<file path="src/rtl/cv32e40s_pkg.sv">
// Shared definitions for the dummy instruction generator.
//   dummy_gen_state_e : burst FSM states (COUNT, ISSUE, GAP)
//   OPCODE_/FUNCT3_/FUNCT7_ : fields used to build dummy instructions
//   dummy_encode()    : builds a dummy instruction from an LFSR snapshot
package cv32e40s_pkg;

    typedef enum logic [1:0] {
        COUNT = 2'd0,
        ISSUE = 2'd1,
        GAP   = 2'd2
    } dummy_gen_state_e;

    localparam logic [6:0] OPCODE_OP          = 7'h33;
    localparam logic [6:0] OPCODE_BRANCH      = 7'h63;

    localparam logic [2:0] FUNCT3_DUMMY_ADD   = 3'b000;
    localparam logic [2:0] FUNCT3_DUMMY_MUL   = 3'b000;
    localparam logic [2:0] FUNCT3_DUMMY_AND   = 3'b111;
    localparam logic [2:0] FUNCT3_DUMMY_BLTU  = 3'b110;

    localparam logic [6:0] FUNCT7_DUMMY_ADD   = 7'b0000000;
    localparam logic [6:0] FUNCT7_DUMMY_MUL   = 7'b0000001;
    localparam logic [6:0] FUNCT7_DUMMY_AND   = 7'b0000000;

    // lfsr[1:0] picks the operation, lfsr[12:8]/lfsr[20:16] the sources.
    // OP forms write x0; the branch form has a zero offset so it is a no-op
    // whether taken or not.
    function automatic logic [31:0] dummy_encode(input logic [31:0] lfsr,
                                                 input logic        mul_en);
        logic [4:0]  rs1;
        logic [4:0]  rs2;
        logic [31:0] instr;
        rs1 = lfsr[12:8];
        rs2 = lfsr[20:16];
        case (lfsr[1:0])
            2'b00:   instr = {FUNCT7_DUMMY_ADD, rs2, rs1, FUNCT3_DUMMY_ADD, 5'd0, OPCODE_OP};
            2'b01:   instr = mul_en ? {FUNCT7_DUMMY_MUL, rs2, rs1, FUNCT3_DUMMY_MUL, 5'd0, OPCODE_OP}
                                    : {FUNCT7_DUMMY_ADD, rs2, rs1, FUNCT3_DUMMY_ADD, 5'd0, OPCODE_OP};
            2'b10:   instr = {FUNCT7_DUMMY_AND, rs2, rs1, FUNCT3_DUMMY_AND, 5'd0, OPCODE_OP};
            default: instr = {7'd0, rs2, rs1, FUNCT3_DUMMY_BLTU, 5'd0, OPCODE_BRANCH};
        endcase
        return instr;
    endfunction

endpackage

</file>
<file path="src/rtl/cv32e40s_dummy_interval_cnt.sv">
// Issued-instruction counter with randomised threshold.
//   clk, rst_n          : clock, synchronous active-low reset
//   rnddummy_i          : counter and threshold only update while set
//   en_i                : insertion enabled (allow && rnddummy)
//   cntrst_i            : counter reset request
//   start_i             : burst starting this cycle (counter reset)
//   instr_issued_i      : count one issued instruction
//   lfsr_thr_i          : LFSR bits used for the threshold
//   rnddummyfreq_i      : frequency mask for the threshold
//   interval_hit_o      : count has passed the threshold
module cv32e40s_dummy_interval_cnt
    import cv32e40s_pkg::*;
#(
    parameter  int MAX_DUMMY_INTERVAL = 64,
    localparam int IW    = $clog2(MAX_DUMMY_INTERVAL),
    localparam int CNT_W = $clog2(MAX_DUMMY_INTERVAL + 1)
) (
    input  logic          clk,
    input  logic          rst_n,
    input  logic          rnddummy_i,
    input  logic          en_i,
    input  logic          cntrst_i,
    input  logic          start_i,
    input  logic          instr_issued_i,
    input  logic [IW-1:0] lfsr_thr_i,
    input  logic [IW-3:0] rnddummyfreq_i,
    output logic          interval_hit_o
);

    logic [CNT_W-1:0] cnt_q, cnt_d;
    logic [IW-1:0]    thr_q, thr_d;
    logic             cnt_clr;

    assign cnt_clr = !en_i || cntrst_i || start_i;

    always_comb begin
        cnt_d = cnt_q;
        thr_d = thr_q;
        if (rnddummy_i) begin
            if (cnt_clr) begin
                cnt_d = '0;
                // Low two bits always kept so the interval is never forced to 0.
                thr_d = lfsr_thr_i & {rnddummyfreq_i, 2'b11};
            end else if (instr_issued_i && (cnt_q != '1)) begin
                cnt_d = cnt_q + 1'b1;
            end
        end
    end

    always_ff @(posedge clk) begin
        if (!rst_n) begin
            cnt_q <= '0;
            thr_q <= '0;
        end else begin
            cnt_q <= cnt_d;
            thr_q <= thr_d;
        end
    end

    assign interval_hit_o = cnt_q > CNT_W'(thr_q);

endmodule

</file>
<file path="src/rtl/cv32e40s_dummy_instr_gen.sv">
// Dummy instruction burst generator.
// Counts issued instructions; once an LFSR-randomised interval is passed it
// delivers a burst of 1..MAX_BURST dummy instructions over valid/ready.
//   clk, rst_n      : clock, synchronous active-low reset
//   instr_issued_i  : real instruction issued
//   allow_dummy_i   : controller permits insertion
//   rnddummy_i      : feature enable
//   rnddummyfreq_i  : threshold frequency mask
//   burst_len_i     : requested beats per burst (0 -> 1, clamped to MAX_BURST)
//   cntrst_i        : counter reset request
//   lfsr_i          : LFSR value (threshold + encoding source)
//   dummy_valid_o / dummy_ready_i / dummy_instr_o / dummy_last_o : beat channel
//   lfsr_shift_o    : LFSR advance, one per accepted beat
//   busy_o          : burst in progress
module cv32e40s_dummy_instr_gen
    import cv32e40s_pkg::*;
#(
    parameter  int MAX_DUMMY_INTERVAL = 64,
    parameter  int MAX_BURST          = 4,
    parameter  int MUL_EN             = 1,
    localparam int IW                 = $clog2(MAX_DUMMY_INTERVAL),
    localparam int BW                 = $clog2(MAX_BURST) + 1
) (
    input  logic          clk,
    input  logic          rst_n,
    input  logic          instr_issued_i,
    input  logic          allow_dummy_i,
    input  logic          rnddummy_i,
    input  logic [IW-3:0] rnddummyfreq_i,
    input  logic [BW-1:0] burst_len_i,
    input  logic          cntrst_i,
    input  logic [31:0]   lfsr_i,
    output logic          dummy_valid_o,
    input  logic          dummy_ready_i,
    output logic [31:0]   dummy_instr_o,
    output logic          dummy_last_o,
    output logic          lfsr_shift_o,
    output logic          busy_o
);

    dummy_gen_state_e state_q, state_d;
    logic [31:0]      instr_q, instr_d;
    logic [BW-1:0]    beat_q, beat_d;
    logic [BW-1:0]    len_q, len_d;
    logic [BW-1:0]    eff_len;
    logic             en;
    logic             interval_hit;
    logic             start;
    logic             valid;
    logic             last;
    logic             shift;

    assign en = allow_dummy_i && rnddummy_i;

    cv32e40s_dummy_interval_cnt #(
        .MAX_DUMMY_INTERVAL (MAX_DUMMY_INTERVAL)
    ) u_interval_cnt (
        .clk            (clk),
        .rst_n          (rst_n),
        .rnddummy_i     (rnddummy_i),
        .en_i           (en),
        .cntrst_i       (cntrst_i),
        .start_i        (start),
        .instr_issued_i (instr_issued_i),
        .lfsr_thr_i     (lfsr_i[IW+23:24]),
        .rnddummyfreq_i (rnddummyfreq_i),
        .interval_hit_o (interval_hit)
    );

    always_comb begin
        if (burst_len_i == '0) begin
            eff_len = BW'(1);
        end else if (burst_len_i > BW'(MAX_BURST)) begin
            eff_len = BW'(MAX_BURST);
        end else begin
            eff_len = burst_len_i;
        end
    end

    assign last = (state_q == ISSUE) && (beat_q == len_q - 1'b1);

    always_comb begin
        state_d = state_q;
        instr_d = instr_q;
        beat_d  = beat_q;
        len_d   = len_q;
        start   = 1'b0;
        valid   = 1'b0;
        shift   = 1'b0;
        case (state_q)
            COUNT: begin
                if (en && interval_hit) begin
                    state_d = ISSUE;
                    start   = 1'b1;
                    instr_d = dummy_encode(lfsr_i, MUL_EN != 0);
                    beat_d  = '0;
                    len_d   = eff_len;
                end
            end
            ISSUE: begin
                // A presented beat is held until accepted, even if en drops.
                valid = 1'b1;
                if (dummy_ready_i) begin
                    shift  = 1'b1;
                    beat_d = beat_q + 1'b1;
                    state_d = (last || !en) ? COUNT : GAP;
                end
            end
            GAP: begin
                // One cycle for the LFSR to advance before the next snapshot.
                if (!en) begin
                    state_d = COUNT;
                end else begin
                    instr_d = dummy_encode(lfsr_i, MUL_EN != 0);
                    state_d = ISSUE;
                end
            end
            default: state_d = COUNT;
        endcase
    end

    always_ff @(posedge clk) begin
        if (!rst_n) begin
            state_q <= COUNT;
            instr_q <= '0;
            beat_q  <= '0;
            len_q   <= BW'(1);
        end else begin
            state_q <= state_d;
            instr_q <= instr_d;
            beat_q  <= beat_d;
            len_q   <= len_d;
        end
    end

    assign dummy_valid_o = valid;
    assign dummy_instr_o = valid ? instr_q : 32'd0;
    assign dummy_last_o  = last;
    assign lfsr_shift_o  = shift;
    assign busy_o        = (state_q != COUNT);

endmodule

</file>
<file path="config.mk">
export PLATFORM = sky130hd
export DESIGN_NAME = cv32e40s_dummy_instr_gen
export DESIGN_NICKNAME = d
export VERILOG_FILES = /design/src/rtl/cv32e40s_pkg.sv /design/src/rtl/cv32e40s_dummy_interval_cnt.sv /design/src/rtl/cv32e40s_dummy_instr_gen.sv
export SDC_FILE = /design/constraint.sdc
export NUM_CORES = 1
export LEC_CHECK = 0
export ABC_AREA = 1
export BUFFER_PORTS_ARGS = -buffer_cell sky130_fd_sc_hd__buf_4
export CORE_MARGIN = 5
export CORE_UTILIZATION = 40
export DETAILED_ROUTE_END_ITERATION = 12
export PLACE_DENSITY = 0.67
export SYNTH_ARGS = -nofsm -noshare
export SYNTH_HDL_FRONTEND = slang
export SYNTH_HIERARCHICAL = 1
export SYNTH_SLANG_ARGS = --single-unit
</file>
<file path="constraint.sdc">
create_clock -name clk -period 2.43 [get_ports clk]
set_clock_uncertainty 0.05 [all_clocks]
set_input_delay 0.486 -clock clk [delete_from_list [all_inputs] [get_ports clk]]
set_output_delay 0.486 -clock clk [all_outputs]
set_load 0.02 [all_outputs]
</file>
==> out/summary.md <==
The flow ran to the end, and the final reports show no timing, DRC or antenna violations. The run gives 437 as the final layout net count. The tools report the data arrival time at the worst-slack endpoint as 2.30 ns. For the critical path data required time, the log shows 2.56 ns. The min-delay analysis places its worst path in the category input port to flip-flop. For the hold slack, the log shows 0.384 ns. Setup repair after global routing left no endpoint under its margin.

The number of diodes added for antenna fixing was 0; the count of max-cap constraint violations was 0. Once the floorplan was initialized, standard cells occupied 40.7% of the core. The maximum net fanout on the critical path was 12.

The core region is 0.00547 mm^2. Entering global routing, the biggest net connects 24 pins. The via count of the first global-routing pass was 1,853; the number of warning messages in the yosys log was 6. The cell at the root of the clock tree was sky130_fd_sc_hd__clkbuf_8. In the global route stage, overall resource usage came out at 13.8%. TritonCTS built the clock tree.

In the final routed layout, each cell accounts on average for 10.5 um. After detailed routing, the total wire length is 4.77 mm. The longest clock path from root to sink contains 2 buffers.

The floorplan step defined a die boundary enclosing 0.00716 mm^2. Clock-pin slew was measured on the worst setup and hold paths at 0.07 ns. The analysis attributes to cell leakage a power of 0.00125 uW. In this run switching power makes up 27.2% of total power. Measured in cells, the most critical reg-to-reg path has a length of 15. The total standard cell area after synthesis is 0.00223 mm^2. Summing the sequential cell areas from Yosys gives 33.3% of the chip area. The worst hold path was traced through 3 stages.

Synthesis inferred 37 register bits. The area occupied by multi-input gates came out at 0.00117 mm^2. The number of clock buffers inserted by TritonCTS was 5; the layout filler cell count was 576. The tools report the global-route wire length before repair as 8.18 mm. The mean number of vias per cell came out at 4.49.

The tools report the footprint of the flip-flops and latches as 741 um^2. The post-synthesis cell count is 323, and the power after layout is 1500 uW. The logs give 0 for the count of antenna-violating nets left after detailed routing and 37 for the number of clock sinks. The first detailed-routing pass took 5 iterations. The number of different library cells used by synthesis comes to 29.

Pin placement for this block handled 82 I/O pins. Number of antenna violations at the first check in global routing: 0. The width of the die came out at 84.6 um. The placed wire-length estimate after detailed placement is 3.69 mm, and the number of max-slew violations in the final report is 0. In this run the tool buffered the top-level ports with 54 buffer cells.

The total count of hold-check failures in the final report is 0, and the share of the cycle needed by the critical path after routing is 89.3%. OpenSTA, run right after detailed placement, puts the worst setup slack at 0.171 ns. In this run the mean area of a mapped cell was 6.90 um^2. The logs give 0.788 for the global placer's final weighted congestion and 0.261 ns for the worst setup margin. Combinational cells account for 19.5% of the total power. In the final layout, the share of cells above drive strength 1 is 27.2%. Global-route congestion overflow total: 0. The clock tree synthesis step divided the H-tree into 2 levels.

The clock network accounts for 36.3% of the total power. The maximum resistive drop on vdd was 0.260 mV; the later-pin clock latency in the skew report was 0.29 ns. Derived from the worst setup path, the maximum achievable clock frequency is 461 MHz. Number of placement rows: 27. Adding up every negative setup slack in the final design gives 0 ns. Setup violations remaining at the end of the flow were counted as 0.

Internal power comes to 1100 uW. STA classifies the critical path endpoint as a flip-flop. The post-cts hold buffer count was 0; the vertical die dimension was 84.6 um.

The worst setup path is launched from a flip-flop. The shortest clock period the worst path allows after layout was 2.17 ns. Dividing total power by cell area gives a power density of 544 mW/mm^2. The layout overhead on the synthesized area works out to 24.3%. For this block, the via count after detailed routing is 2,042.

Per report_power, the sequential group accounts for 44.2% of the total. For this run, design rule violations remaining after detail routing come to 0. Summed over all nets, the switching power comes to 409 uW. Critical path class: flip-flop to flip-flop. The detailed router's first-iteration violation count is 77.
-- flip-flops by register name, summed over array words and instances (netlist names) --
name                  flops
u_interval_cnt/cnt_q      7
u_interval_cnt/thr_q      6
len_q                     3
beat_q                    3
instr_q                  16
state_q                   2
-- cell families (layout without fill, tap and decap cells) --
family,Yosys count,in the layout,share of synthesized area (%)
buf+inv,72,120,16.5
fa+ha+maj,9,9,5.06
xor+xnor,2,2,0.787
simple gates,161,161,34.9
other cells,1,13,0.168
compound gates,41,41,9.33
flops,37,37,33.3
-- power groups by stage --
stage                     Combinational, uW  Clock, uW  Sequential [uW]
after floorplan                         226          0              674
after global placement                  289          0              678
after detailed placement                292          0              678
after CTS                               294        567              664
after global routing                    334        592              669
final                                   294        546              665
-- per-stage QoR --
stage               util, %  cells  instance area, um^2
global route           50.6    455                 2770
finish                 50.6    455                 2770
global placement       48.4    447                 2650
floorplan                 -    335                 2270
detailed placement     48.4    447                 2650
CTS                    50.5    455                 2760
-- synth_stat cells, drive strengths merged --
cell    count  area, um^2
nand2      64         293
a22oi       1        7.51
nand3b      2        15.0
ha          9         113
nand3      15        75.1
nor3        3        15.0
nand4       5        31.3
a21oi      21         105
dfxtp      37         741
inv        51         194
nor3b       1        7.51
xnor2       1        8.76
conb        1        3.75
and2        1        6.26
o21ai      19        95.1
xor2        1        8.76
nor2       70         335
buf        20         168
clkbuf      1        5.00
-- layer usage --
metal	part of all wire [%]	track usage [%]	vias to the layer above
met3	6.3	2.94	5
li1	-	-	1091
met2	44	21.6	61
met5	0	0	-
met1	48	18.3	885
met4	1.4	6.04	0
-- cells in the final DEF (no fill, tap or decap) --
master / synthesis / final
sky130_fd_sc_hd__nor2_2: 14 / 14
sky130_fd_sc_hd__nor2_4: 5 / 5
sky130_fd_sc_hd__o21ai_1: 11 / 11
sky130_fd_sc_hd__nand2_2: 6 / 6
sky130_fd_sc_hd__a21oi_1: 21 / 20
sky130_fd_sc_hd__inv_2: 3 / 4
sky130_fd_sc_hd__nand2_4: 5 / 5
sky130_fd_sc_hd__clkbuf_8: 0 / 6
sky130_fd_sc_hd__dfxtp_1: 37 / 37
sky130_fd_sc_hd__buf_4: 16 / 61
sky130_fd_sc_hd__and2_1: 1 / 1
sky130_fd_sc_hd__a22oi_1: 1 / 1
sky130_fd_sc_hd__o21ai_0: 8 / 8
sky130_fd_sc_hd__xor2_1: 1 / 1
sky130_fd_sc_hd__nor3b_1: 1 / 1
sky130_fd_sc_hd__bufinv_16: 0 / 1
sky130_fd_sc_hd__nor2_1: 51 / 51
sky130_fd_sc_hd__clkbuf_1: 0 / 1
sky130_fd_sc_hd__ha_1: 9 / 9
sky130_fd_sc_hd__nand3_1: 15 / 15
sky130_fd_sc_hd__a21oi_2: 0 / 1
sky130_fd_sc_hd__nand4_1: 5 / 5
sky130_fd_sc_hd__nand2_1: 53 / 53
sky130_fd_sc_hd__inv_1: 47 / 46
sky130_fd_sc_hd__inv_4: 1 / 1
sky130_fd_sc_hd__nor3_1: 3 / 3
sky130_fd_sc_hd__conb_1: 1 / 13
sky130_fd_sc_hd__nand3b_1: 2 / 2
sky130_fd_sc_hd__xnor2_1: 1 / 1
-- worst max-delay path, cell delays in order (launching register included) --
cell and delay [ns]:
sky130_fd_sc_hd__dfxtp_1 0.33, sky130_fd_sc_hd__inv_1 0.04, sky130_fd_sc_hd__ha_1 0.29, sky130_fd_sc_hd__nand2_1 0.06
sky130_fd_sc_hd__o21ai_0 0.14, sky130_fd_sc_hd__nand2_1 0.08, sky130_fd_sc_hd__a21oi_2 0.17, sky130_fd_sc_hd__nand3_1 0.14
sky130_fd_sc_hd__nor2_4 0.17, sky130_fd_sc_hd__inv_1 0.07, sky130_fd_sc_hd__nand2_2 0.09, sky130_fd_sc_hd__nand2_4 0.12
sky130_fd_sc_hd__nand2_4 0.14, sky130_fd_sc_hd__nand2_1 0.07, sky130_fd_sc_hd__nand2_1 0.07, sky130_fd_sc_hd__nor2_2 0.03
-- path summary, 6_finish.rpt --
path | startpoint | end | slack (ns)
worst min-delay path | lfsr_i[17] | instr_q[21] | 0.38
worst min register to register | u_interval_cnt/thr_q[1] | u_interval_cnt/thr_q[1] | 0.41
worst max-delay path | u_interval_cnt/thr_q[2] | u_interval_cnt/cnt_q[6] | 0.26
worst max register to register | u_interval_cnt/thr_q[2] | u_interval_cnt/cnt_q[6] | 0.26
-- final cells by class --
type	instances	share of cell area, %
inverter	51	7.01
multi-input combinational	226	42.2
timing repair buffer	61	16.5
clock inverter	1	1.08
tap	72	3.25
sequential	37	26.8
clock buffer	7	3.12
-- what timing repair did --
action	4_1_cts	5_1_grt
endpoints found under the hold margin	0	0
setup buffers	0	0
gates resized for setup	0	2
endpoints found under the setup margin	0	12
No activity file was read; power rests on OpenSTA's default activity.
